[src/rtl/mult_share_arb_pkg.sv]
// Shared types and default sizing for the multiplier-sharing arbiter.
package mult_arb_pkg;
    typedef enum logic [1:0] {S_IDLE, S_WAIT, S_RESP} state_t;

    localparam int DEF_WIDTH   = 8;
    localparam int DEF_NREQ    = 4;
    localparam int DEF_MUL_LAT = 1;
endpackage

[src/rtl/mult_share_arb_if.sv]
// Request/response/multiplier bundle for mult_share_arb.
// mul_err exists only when MULT_ARB_CHECK_EN is defined.
interface mult_share_arb_if #(
    parameter int WIDTH = 8,
    parameter int NREQ  = 4,
    parameter int IDW   = $clog2(NREQ)
);
    logic [NREQ-1:0]       req_valid;
    logic [NREQ-1:0]       req_ready;
    logic [NREQ*WIDTH-1:0] req_a;
    logic [NREQ*WIDTH-1:0] req_b;
    logic                  rsp_valid;
    logic                  rsp_ready;
    logic [IDW-1:0]        rsp_id;
    logic [2*WIDTH-1:0]    rsp_p;
    logic [WIDTH-1:0]      mul_a;
    logic [WIDTH-1:0]      mul_b;
    logic [2*WIDTH-1:0]    mul_p;
`ifdef MULT_ARB_CHECK_EN
    logic                  mul_err;

    modport slave (
        input  req_valid, req_a, req_b, rsp_ready, mul_p,
        output req_ready, rsp_valid, rsp_id, rsp_p, mul_a, mul_b, mul_err
    );
    modport master (
        output req_valid, req_a, req_b, rsp_ready, mul_p,
        input  req_ready, rsp_valid, rsp_id, rsp_p, mul_a, mul_b, mul_err
    );
`else
    modport slave (
        input  req_valid, req_a, req_b, rsp_ready, mul_p,
        output req_ready, rsp_valid, rsp_id, rsp_p, mul_a, mul_b
    );
    modport master (
        output req_valid, req_a, req_b, rsp_ready, mul_p,
        input  req_ready, rsp_valid, rsp_id, rsp_p, mul_a, mul_b
    );
`endif
endinterface

[src/rtl/mult_share_arb_rr_pick.sv]
// Combinational round-robin picker: first requester above i_last, wrapping.
module rr_pick #(
    parameter int NREQ = 4,
    parameter int IDW  = $clog2(NREQ)
) (
    input  logic [NREQ-1:0] i_req,
    input  logic [IDW-1:0]  i_last,
    output logic [NREQ-1:0] o_gnt,
    output logic [IDW-1:0]  o_idx,
    output logic            o_any
);
    always_comb begin
        o_idx = '0;
        o_any = 1'b0;
        // Scan from farthest to nearest so the nearest valid requester wins.
        for (int k = NREQ; k >= 1; k--) begin
            if (i_req[(int'(i_last) + k) % NREQ]) begin
                o_idx = IDW'((int'(i_last) + k) % NREQ);
                o_any = 1'b1;
            end
        end
        o_gnt = o_any ? (NREQ'(1) << o_idx) : '0;
    end
endmodule

[src/rtl/mult_share_arb.sv]
// Round-robin sequencer sharing one external combinational multiplier.
// Optional MULT_ARB_CHECK_EN adds a sticky product self-check (mul_err).
module mult_share_arb
    import mult_arb_pkg::*;
#(
    parameter int WIDTH   = DEF_WIDTH,
    parameter int NREQ    = DEF_NREQ,
    parameter int MUL_LAT = DEF_MUL_LAT
) (
    input  logic              clk,
    input  logic              rst,
    mult_share_arb_if.slave   bus
);
    localparam int IDW = $clog2(NREQ);

    state_t               r_state;
    logic [IDW-1:0]       r_last;
    logic [IDW-1:0]       r_id;
    logic [2:0]           r_cnt;
    logic                 r_rsp_valid;
    logic [2*WIDTH-1:0]   r_rsp_p;
    logic [WIDTH-1:0]     r_mul_a;
    logic [WIDTH-1:0]     r_mul_b;

    logic [NREQ-1:0]      w_gnt;
    logic [IDW-1:0]       w_idx;
    logic                 w_any;

    rr_pick #(.NREQ(NREQ), .IDW(IDW)) u_pick (
        .i_req  (bus.req_valid),
        .i_last (r_last),
        .o_gnt  (w_gnt),
        .o_idx  (w_idx),
        .o_any  (w_any)
    );

    // Ready is combinational so the grant and handshake share one cycle.
    assign bus.req_ready = (r_state == S_IDLE && !rst) ? w_gnt : '0;
    assign bus.rsp_valid = r_rsp_valid;
    assign bus.rsp_id    = r_id;
    assign bus.rsp_p     = r_rsp_p;
    assign bus.mul_a     = r_mul_a;
    assign bus.mul_b     = r_mul_b;

`ifdef MULT_ARB_CHECK_EN
    logic               r_err;
    logic [2*WIDTH-1:0] w_prod;
    assign w_prod      = {{WIDTH{1'b0}}, r_mul_a} * {{WIDTH{1'b0}}, r_mul_b};
    assign bus.mul_err = r_err;
`endif

    always_ff @(posedge clk or posedge rst) begin
        if (rst) begin
            r_state     <= S_IDLE;
            r_last      <= IDW'(NREQ - 1);
            r_id        <= '0;
            r_cnt       <= '0;
            r_rsp_valid <= 1'b0;
            r_rsp_p     <= '0;
            r_mul_a     <= '0;
            r_mul_b     <= '0;
`ifdef MULT_ARB_CHECK_EN
            r_err       <= 1'b0;
`endif
        end else begin
            case (r_state)
                S_IDLE: if (w_any) begin
                    r_mul_a <= bus.req_a[w_idx*WIDTH +: WIDTH];
                    r_mul_b <= bus.req_b[w_idx*WIDTH +: WIDTH];
                    r_id    <= w_idx;
                    r_last  <= w_idx;
                    r_cnt   <= 3'(MUL_LAT);
                    r_state <= S_WAIT;
                end
                S_WAIT: if (r_cnt != '0) begin
                    r_cnt <= r_cnt - 3'd1;
                end else begin
                    r_rsp_p     <= bus.mul_p;
                    r_rsp_valid <= 1'b1;
                    r_state     <= S_RESP;
`ifdef MULT_ARB_CHECK_EN
                    if (bus.mul_p != w_prod) r_err <= 1'b1;
`endif
                end
                S_RESP: if (bus.rsp_ready) begin
                    r_rsp_valid <= 1'b0;
                    r_state     <= S_IDLE;
                end
                default: r_state <= S_IDLE;
            endcase
        end
    end
endmodule

[src/flat_wrapper.sv]
// flat-port wrapper written by rule: the top's interface ports become plain ports
module mult_share_arb_flat import mult_arb_pkg::*;
#(
    parameter int WIDTH   = DEF_WIDTH,
    parameter int NREQ    = DEF_NREQ,
    parameter int MUL_LAT = DEF_MUL_LAT
)
  (clk, rst, bus_req_valid, bus_req_a, bus_req_b, bus_rsp_ready, bus_mul_p, bus_req_ready, bus_rsp_valid, bus_rsp_id, bus_rsp_p, bus_mul_a, bus_mul_b);
  mult_share_arb_if #(.WIDTH(WIDTH), .NREQ(NREQ)) bus_i ();
  input  logic clk;
  input  logic rst;
  input wire logic [$bits(bus_i.req_valid)-1:0] bus_req_valid;
  input wire logic [$bits(bus_i.req_a)-1:0] bus_req_a;
  input wire logic [$bits(bus_i.req_b)-1:0] bus_req_b;
  input wire logic [$bits(bus_i.rsp_ready)-1:0] bus_rsp_ready;
  input wire logic [$bits(bus_i.mul_p)-1:0] bus_mul_p;
  output wire logic [$bits(bus_i.req_ready)-1:0] bus_req_ready;
  output wire logic [$bits(bus_i.rsp_valid)-1:0] bus_rsp_valid;
  output wire logic [$bits(bus_i.rsp_id)-1:0] bus_rsp_id;
  output wire logic [$bits(bus_i.rsp_p)-1:0] bus_rsp_p;
  output wire logic [$bits(bus_i.mul_a)-1:0] bus_mul_a;
  output wire logic [$bits(bus_i.mul_b)-1:0] bus_mul_b;
  assign bus_i.req_valid = bus_req_valid;
  assign bus_i.req_a = bus_req_a;
  assign bus_i.req_b = bus_req_b;
  assign bus_i.rsp_ready = bus_rsp_ready;
  assign bus_i.mul_p = bus_mul_p;
  assign bus_req_ready = bus_i.req_ready;
  assign bus_rsp_valid = bus_i.rsp_valid;
  assign bus_rsp_id = bus_i.rsp_id;
  assign bus_rsp_p = bus_i.rsp_p;
  assign bus_mul_a = bus_i.mul_a;
  assign bus_mul_b = bus_i.mul_b;
  mult_share_arb #(.WIDTH(WIDTH), .NREQ(NREQ), .MUL_LAT(MUL_LAT)) u_core (.clk(clk), .rst(rst), .bus(bus_i));
endmodule
[config.mk]
export PLATFORM = sky130hd
export DESIGN_NAME = mult_share_arb_flat
export DESIGN_NICKNAME = d
export VERILOG_FILES = /design/src/rtl/mult_share_arb_pkg.sv /design/src/rtl/mult_share_arb_if.sv /design/src/rtl/mult_share_arb_rr_pick.sv /design/src/rtl/mult_share_arb.sv /design/src/flat_wrapper.sv
export SDC_FILE = /design/constraint.sdc
export NUM_CORES = 1
export LEC_CHECK = 0
export ABC_AREA = 1
export BUFFER_PORTS_ARGS = -buffer_cell sky130_fd_sc_hd__buf_2
export CAP_MARGIN = 20
export CORE_ASPECT_RATIO = 0.9
export CORE_MARGIN = 3
export CORE_UTILIZATION = 51
export CTS_CLUSTER_SIZE = 24
export DETAILED_ROUTE_END_ITERATION = 8
export PLACE_DENSITY = 0.85
export SYNTH_ARGS = -nofsm -noshare
export SYNTH_HDL_FRONTEND = slang
export SYNTH_SLANG_ARGS = --single-unit
[constraint.sdc]
create_clock -name clk -period 4.9 [get_ports clk]
set_clock_uncertainty 0.2 [all_clocks]
set_input_delay 0.245 -clock clk [delete_from_list [all_inputs] [get_ports clk]]
set_output_delay 0.245 -clock clk [all_outputs]
set_load 0.01 [all_outputs]
==> flow_summary.yaml, run 1 <==
logic_synthesis:
  synth-edff-count: 0
  yosysWarnings: 0
  yosysMostFrequentCell: "nand2_1"
  syn_nets: 461
  synth_common_cells: "nand2_1, nand3_1, inv_1, dfrtp_1, mux2_2"
  synthTopCellsByArea: "dfrtp_1, nand2_1, nand3_1"
  async_flop_share: 1.00
  synth_top_cell_area_share: 0.375
  ys.flop_type: "dfrtp_1"
  ys_seq_area_frac: 0.395
  synthCells: 372
  synth_top_cell_by_area: "dfrtp_1"
  syn_area_sq_um: 2670
  yosysUniqueCellTypes: 29
  synth-seq-cells: 42
  synth_area_per_cell_sq_um: 7.18
outcome:
  status: "complete, no violations"
timing:
  slew_violations: 0
  worstMarginPinSlew_ps: 885
  maxClockFrequency_ghz: 0.318
  holdWs_ps: 5.22
  min_period_ps: 3140
  fin_crit_sh: 0.641
  finalSetupViolations: 0
  relSlewSlack: 0.409
  setup_tns_ps: 0
  hold_viol: 0
  rsz0062_at_grt: "false"
routing:
  via_per_inst: 5.09
  num_vias: 2904
  wl_microns: 7730
  final_antenna_net_count: 0
  drt_iter0_markers: 219
  post_drt_wl_per_cell_microns: 13.6
  drc: 0
  dr.pass1.iters: 5
finish:
  syn_to_final_growth_pct: 32.2
  layout-drive-gt1-share: 0.350
  n_fill_cell: 415
  diodes: 0
  final_nets: 593
die:
  core_sq_um: 4950
  ios: 126
  die_width_microns: 82.3
  die_area_sq_um: 6140
  start_util: 0.539
  die_y_microns: 74.6
  rows: 24
global_route:
  grt_max_degree: 44
  grt_pass1_wl_microns: 12200
  grt_overflow: 0
  grt_usage: 0.256
  first_global_vias: 2678
  antenna_found_initial: 0
critical_path:
  r2r_cells: 13
  worstPathRequired_ps: 4450
  r2r_start: "u_core.r_last[0]"
  r2r_end: "u_core.bus.mul_a[3]"
  cp-end-kind: "output port"
  cp.arrival_ps: 2700
  crit_path_max_fanout: 21
  worstSetupPathType: "flip-flop to output port"
  reg2reg_slack_ps: 2240
  crit_path_start_kind: "flip-flop"
worst_hold_path:
  holdCritStartpoint: "bus_mul_p[10]"
  whs_endpoint: "u_core.bus.rsp_p[10]"
  hp-class: "input port to flip-flop"
  min_path_cells: 2
placement:
  globalplace.congestion: 0.994
  portBuffers: 125
  dp_hpwl_microns: 5250
power_and_ir_drop:
  ir_drop_mv: 0.368
  powerDensity_nw_per_um2: 736
  leakagePower_nw: 2.12
clock_tree:
  cts_setup_buffers: 0
  clk_pin_slew_ps: 80
  cts_tree: "yes"
  cts_root_buf: "clkbuf_8"
  ctsLongestPathBuffers: 2
  cts_buffers: 5
  clkLatencyLatePin_ps: 300
  cts_sinks: 42
  htreeDepth: 2
run:
  maxCapViolations: 0
[how the worst max path moves through the flow]
stage,startpoint,endpoint,slack (ps),depth (start not counted)
global route,u_core.r_last[0],bus_req_ready[2],1590,9
detailed placement,u_core.r_last[0],bus_req_ready[2],2150,9
CTS,u_core.r_last[0],bus_req_ready[2],1800,9
global placement,u_core.r_last[0],bus_req_ready[2],2200,9
floorplan,rst,bus_req_ready[1],2710,3
finish,u_core.r_last[0],bus_req_ready[2],1760,9
[stage by stage]
step                cell area, sq um  worst slack (ps)   util  power, mW  cells
global route                    3530              1590  0.713       2.84    570
finish                          3530              1760  0.713       2.60    570
detailed placement              3270              2150  0.659       2.31    545
CTS                             3530              1800  0.713       2.56    570
global placement                3270              2200  0.659       2.24    545
floorplan                       2670              2710      -       1.98    372
[where the power goes]
part	internal (mW)	leakage, nW	switching (mW)
sequential	0.532	0.504	0.116
combinational	0.604	1.57	1.11
clock	0.113	0.0472	0.126
[cell families (layout without fill, tap and decap cells)]
logic type / Yosys count / in the layout / synth area share
and+or+nand+nor: 241 / 241 / 0.402
buffers and inverters: 64 / 197 / 0.111
DFF: 42 / 42 / 0.395
muxes: 16 / 16 / 0.0675
AOI/OAI and AO/OA: 6 / 6 / 0.0126
adders and majority gates: 2 / 2 / 0.00937
xor gates and xnor gates: 1 / 1 / 0.00328
[flip-flops by register name, indices dropped and copies added (netlist names)]
register	flops
u_core.bus.rsp_id	2
u_core.bus.rsp_p	16
u_core.bus.mul_b	8
u_core.r_last	2
u_core.bus.rsp_valid	1
u_core.r_cnt	3
u_core.r_state	2
u_core.bus.mul_a	8
[critical path, stage by stage, from the launching register on]
cell and delay, ps:
dfstp_2 670, nand2_1 100, nand2_2 100, nand2_2 80, nand2_1 80, nand4_1 80
nand2_1 560, inv_2 310, nor3_1 250, buf_2 160
[cell type report]
type	instances	area, sq um	area share
Sequential cell	42	1050	0.298
Tap cell	65	81.3	0.0230
Timing Repair Buffer	142	796	0.225
Multi-Input combinational cell	266	1320	0.374
Inverter	47	184	0.0521
Clock buffer	6	82.6	0.0234
Clock inverter	2	12.5	0.00354
[cell usage in the layout, fill, tap and decap left out, types with 2 or more instances in the layout]
cell             n
dfstp_2          2
buf_2          125
inv_2            4
dfrtp_1         40
ha_1             2
clkbuf_8         6
dlygate4sd3_1   17
nor2_1           6
nand2_2         12
nand3_1         52
inv_1           42
nor3_1           4
o21ai_0          3
mux2_2          16
nand2_1        157
nand2_4          3
[metal layers]
metal  global-route usage  up-vias  part of all wire
li1                     -     1410                 -
met1                0.328     1340              0.39
met2                0.446      140              0.52
met3               0.0526       14             0.079
met4               0.0590        0             0.017
met5                    0        -                 0
[what timing repair did]
item,CTS,global route
hold buffers,17,0
endpoints found under the hold margin,56,0
gates resized for setup,0,0
No activity file was read; power rests on OpenSTA's default activity.
==> run 2: changes to the inputs <==
CORE_UTILIZATION = 47   (was 51)
PLACE_DENSITY = 0.79   (was 0.85)
clock period = 3 ns   (was 4.9 ns; I/O delays follow)
==> run 2 against run 1 <==
Effect of this change: critical path depth grew 2; hold slack gained 27 ps; sequential share of layout area shrank 0.54 points; first-iteration DRC count shrank 32%; global-route usage shrank 3.9 points; combinational power grew 64%; count of clock-buffer cells in the layout grew 2; clock power grew 73%; via count shrank 4.0%; wire length shrank 7.7%.
==> flow_summary.yaml, run 2 (same netlist as run 1, synthesis figures left out) <==
routing:
  final_antenna_net_count: 0
  wl_microns: 7140
  num_vias: 2789
  drt_iter0_markers: 150
  drc: 0
  post_drt_wl_per_cell_microns: 12.4
  dr.pass1.iters: 4
  via_per_inst: 4.83
die:
  start_util: 0.496
  die_width_microns: 85.5
  core_sq_um: 5380
  die_area_sq_um: 6620
  ios: 126
  rows: 25
  die_y_microns: 77.5
worst_hold_path:
  min_path_cells: 7
  hp-class: "input port to flip-flop"
  whs_endpoint: "u_core.bus.mul_b[3]"
  holdCritStartpoint: "bus_req_b[27]"
timing:
  rsz0062_at_grt: "false"
  worstMarginPinSlew_ps: 755
  relSlewSlack: 0.495
  slew_violations: 0
  hold_viol: 0
  fin_crit_sh: 0.916
  setup_tns_ps: 0
  min_period_ps: 2750
  finalSetupViolations: 0
  maxClockFrequency_ghz: 0.364
finish:
  final_nets: 598
  fin_cells: 577
  fin_area_sq_um: 3600
  layout-drive-gt1-share: 0.355
  diodes: 0
  layout_commonest_cell: "nand2_1"
  syn_to_final_growth_pct: 34.7
  largest_reg_flops: 16
  n_fill_cell: 484
  layout_common_cells: "nand2_1, buf_2, nand3_1"
power_and_ir_drop:
  ir_drop_mv: 0.776
  powerDensity_nw_per_um2: 1190
  total_power_mw: 4.26
  leakagePower_nw: 2.15
critical_path:
  path_common_cell: "nand2_1"
  critPathSlowestCell: "dfstp_2"
  r2r_end: "u_core.r_cnt[0]"
  crit_path_max_fanout: 23
  cp.arrival_ps: 2400
  slowest_delay_ps: 670
  crit_path_start_kind: "flip-flop"
  crit_path_cell_trace: "nand2_1 -> o21ai_2 -> nand2_1 -> nand2_1 -> inv_2 -> nand4_2 -> nand2_4 -> inv_8 -> nand2_1 -> nor3b_1 -> buf_2"
  reg2reg_slack_ps: 670
  r2r_cells: 12
  cp-end-kind: "output port"
  worstSetupPathType: "flip-flop to output port"
  r2r_start: "u_core.r_last[0]"
  worstPathRequired_ps: 2650
clock_tree:
  cts_sinks: 42
  clkLatencyLatePin_ps: 290
  cts_setup_buffers: 0
  htreeDepth: 2
  ctsLongestPathBuffers: 2
  clk_pin_slew_ps: 80
  cts_tree: "yes"
  cts_root_buf: "clkbuf_8"
  cts_buffers: 5
placement:
  dpl.cell_count: 551
  dp_hpwl_microns: 5290
  portBuffers: 125
  globalplace.congestion: 0.776
  place_area_sq_um: 3300
global_route:
  first_global_vias: 2629
  antenna_found_initial: 0
  grt_overflow: 0
  grt_pass1_wl_microns: 11700
  grt_usage: 0.217
  grt_max_degree: 43
run:
  maxCapViolations: 0
outcome:
  status: "complete, no violations"
[run 2: changes by cell type in the layout (fill, tap and decap cells not counted), sizes merged]
cell	previous run	this run
clkinv	1	0
clkinvlp	1	0
dlygate4sd3	17	18
clkbuf	6	8
buf	125	129
[run 2: worst max-delay path: cells and delay by family, from the launching register on]
family,cells,cell delay (ps)
compound gates,1,90
flops,1,670
simple gates,7,930
buf+inv,3,400
[run 2: layer usage]
| metal | GRT usage | part of all wire |
|---|---|---|
| met1 | 0.257 | 0.39 |
| met2 | 0.382 | 0.52 |
| met3 | 0.0594 | 0.076 |
| met4 | 0.0665 | 0.017 |
| met5 | 0 | 0 |
[run 2: final cells by class]
type                       count  area [sq um]  share of cell area
timing repair buffer         147           836               0.232
sequential                    42          1050               0.293
tap                           67          83.8              0.0233
inverter                      47           191              0.0532
multi-input combinational    266          1320               0.367
clock buffer                   8           110              0.0306
[run 2: stage by stage]
step | hold slack, ps | util | setup slack, ps
6_report | 32.4 | 0.668 | 251
5_1_grt | 68.7 | 0.668 | 39.4
4_1_cts | 30.9 | 0.667 | 106
3_5_place_dp | 127 | 0.613 | 442
3_3_place_gp | 134 | 0.613 | 455
2_1_floorplan | 57.2 | - | 930
[run 2: what timing repair did]
action / 4_1_cts / 5_1_grt
setup endpoints to repair: 0 / 4
hold buffers: 18 / 0
hold endpoints to repair: 58 / 0
gates resized for setup: 0 / 4
[run 2: report_power, final]
group | total, mW | switching [mW] | internal, mW
registers | 1.04 | 0.173 | 0.869
logic | 2.81 | 1.77 | 1.04
clock network | 0.416 | 0.183 | 0.232
total | 4.26 | 2.13 | 2.14
[run 2: worst max path at each step]
stage,end,slack (ps),start,depth (start not counted)
final,bus_req_ready[1],250,u_core.r_last[0],11
after global routing,bus_req_ready[1],40,u_core.r_last[0],11
after CTS,bus_req_ready[1],110,u_core.r_last[0],11
after detailed placement,bus_req_ready[1],440,u_core.r_last[0],11
after global placement,bus_req_ready[2],450,u_core.r_last[0],11
after floorplan,bus_req_ready[1],930,u_core.r_last[0],10
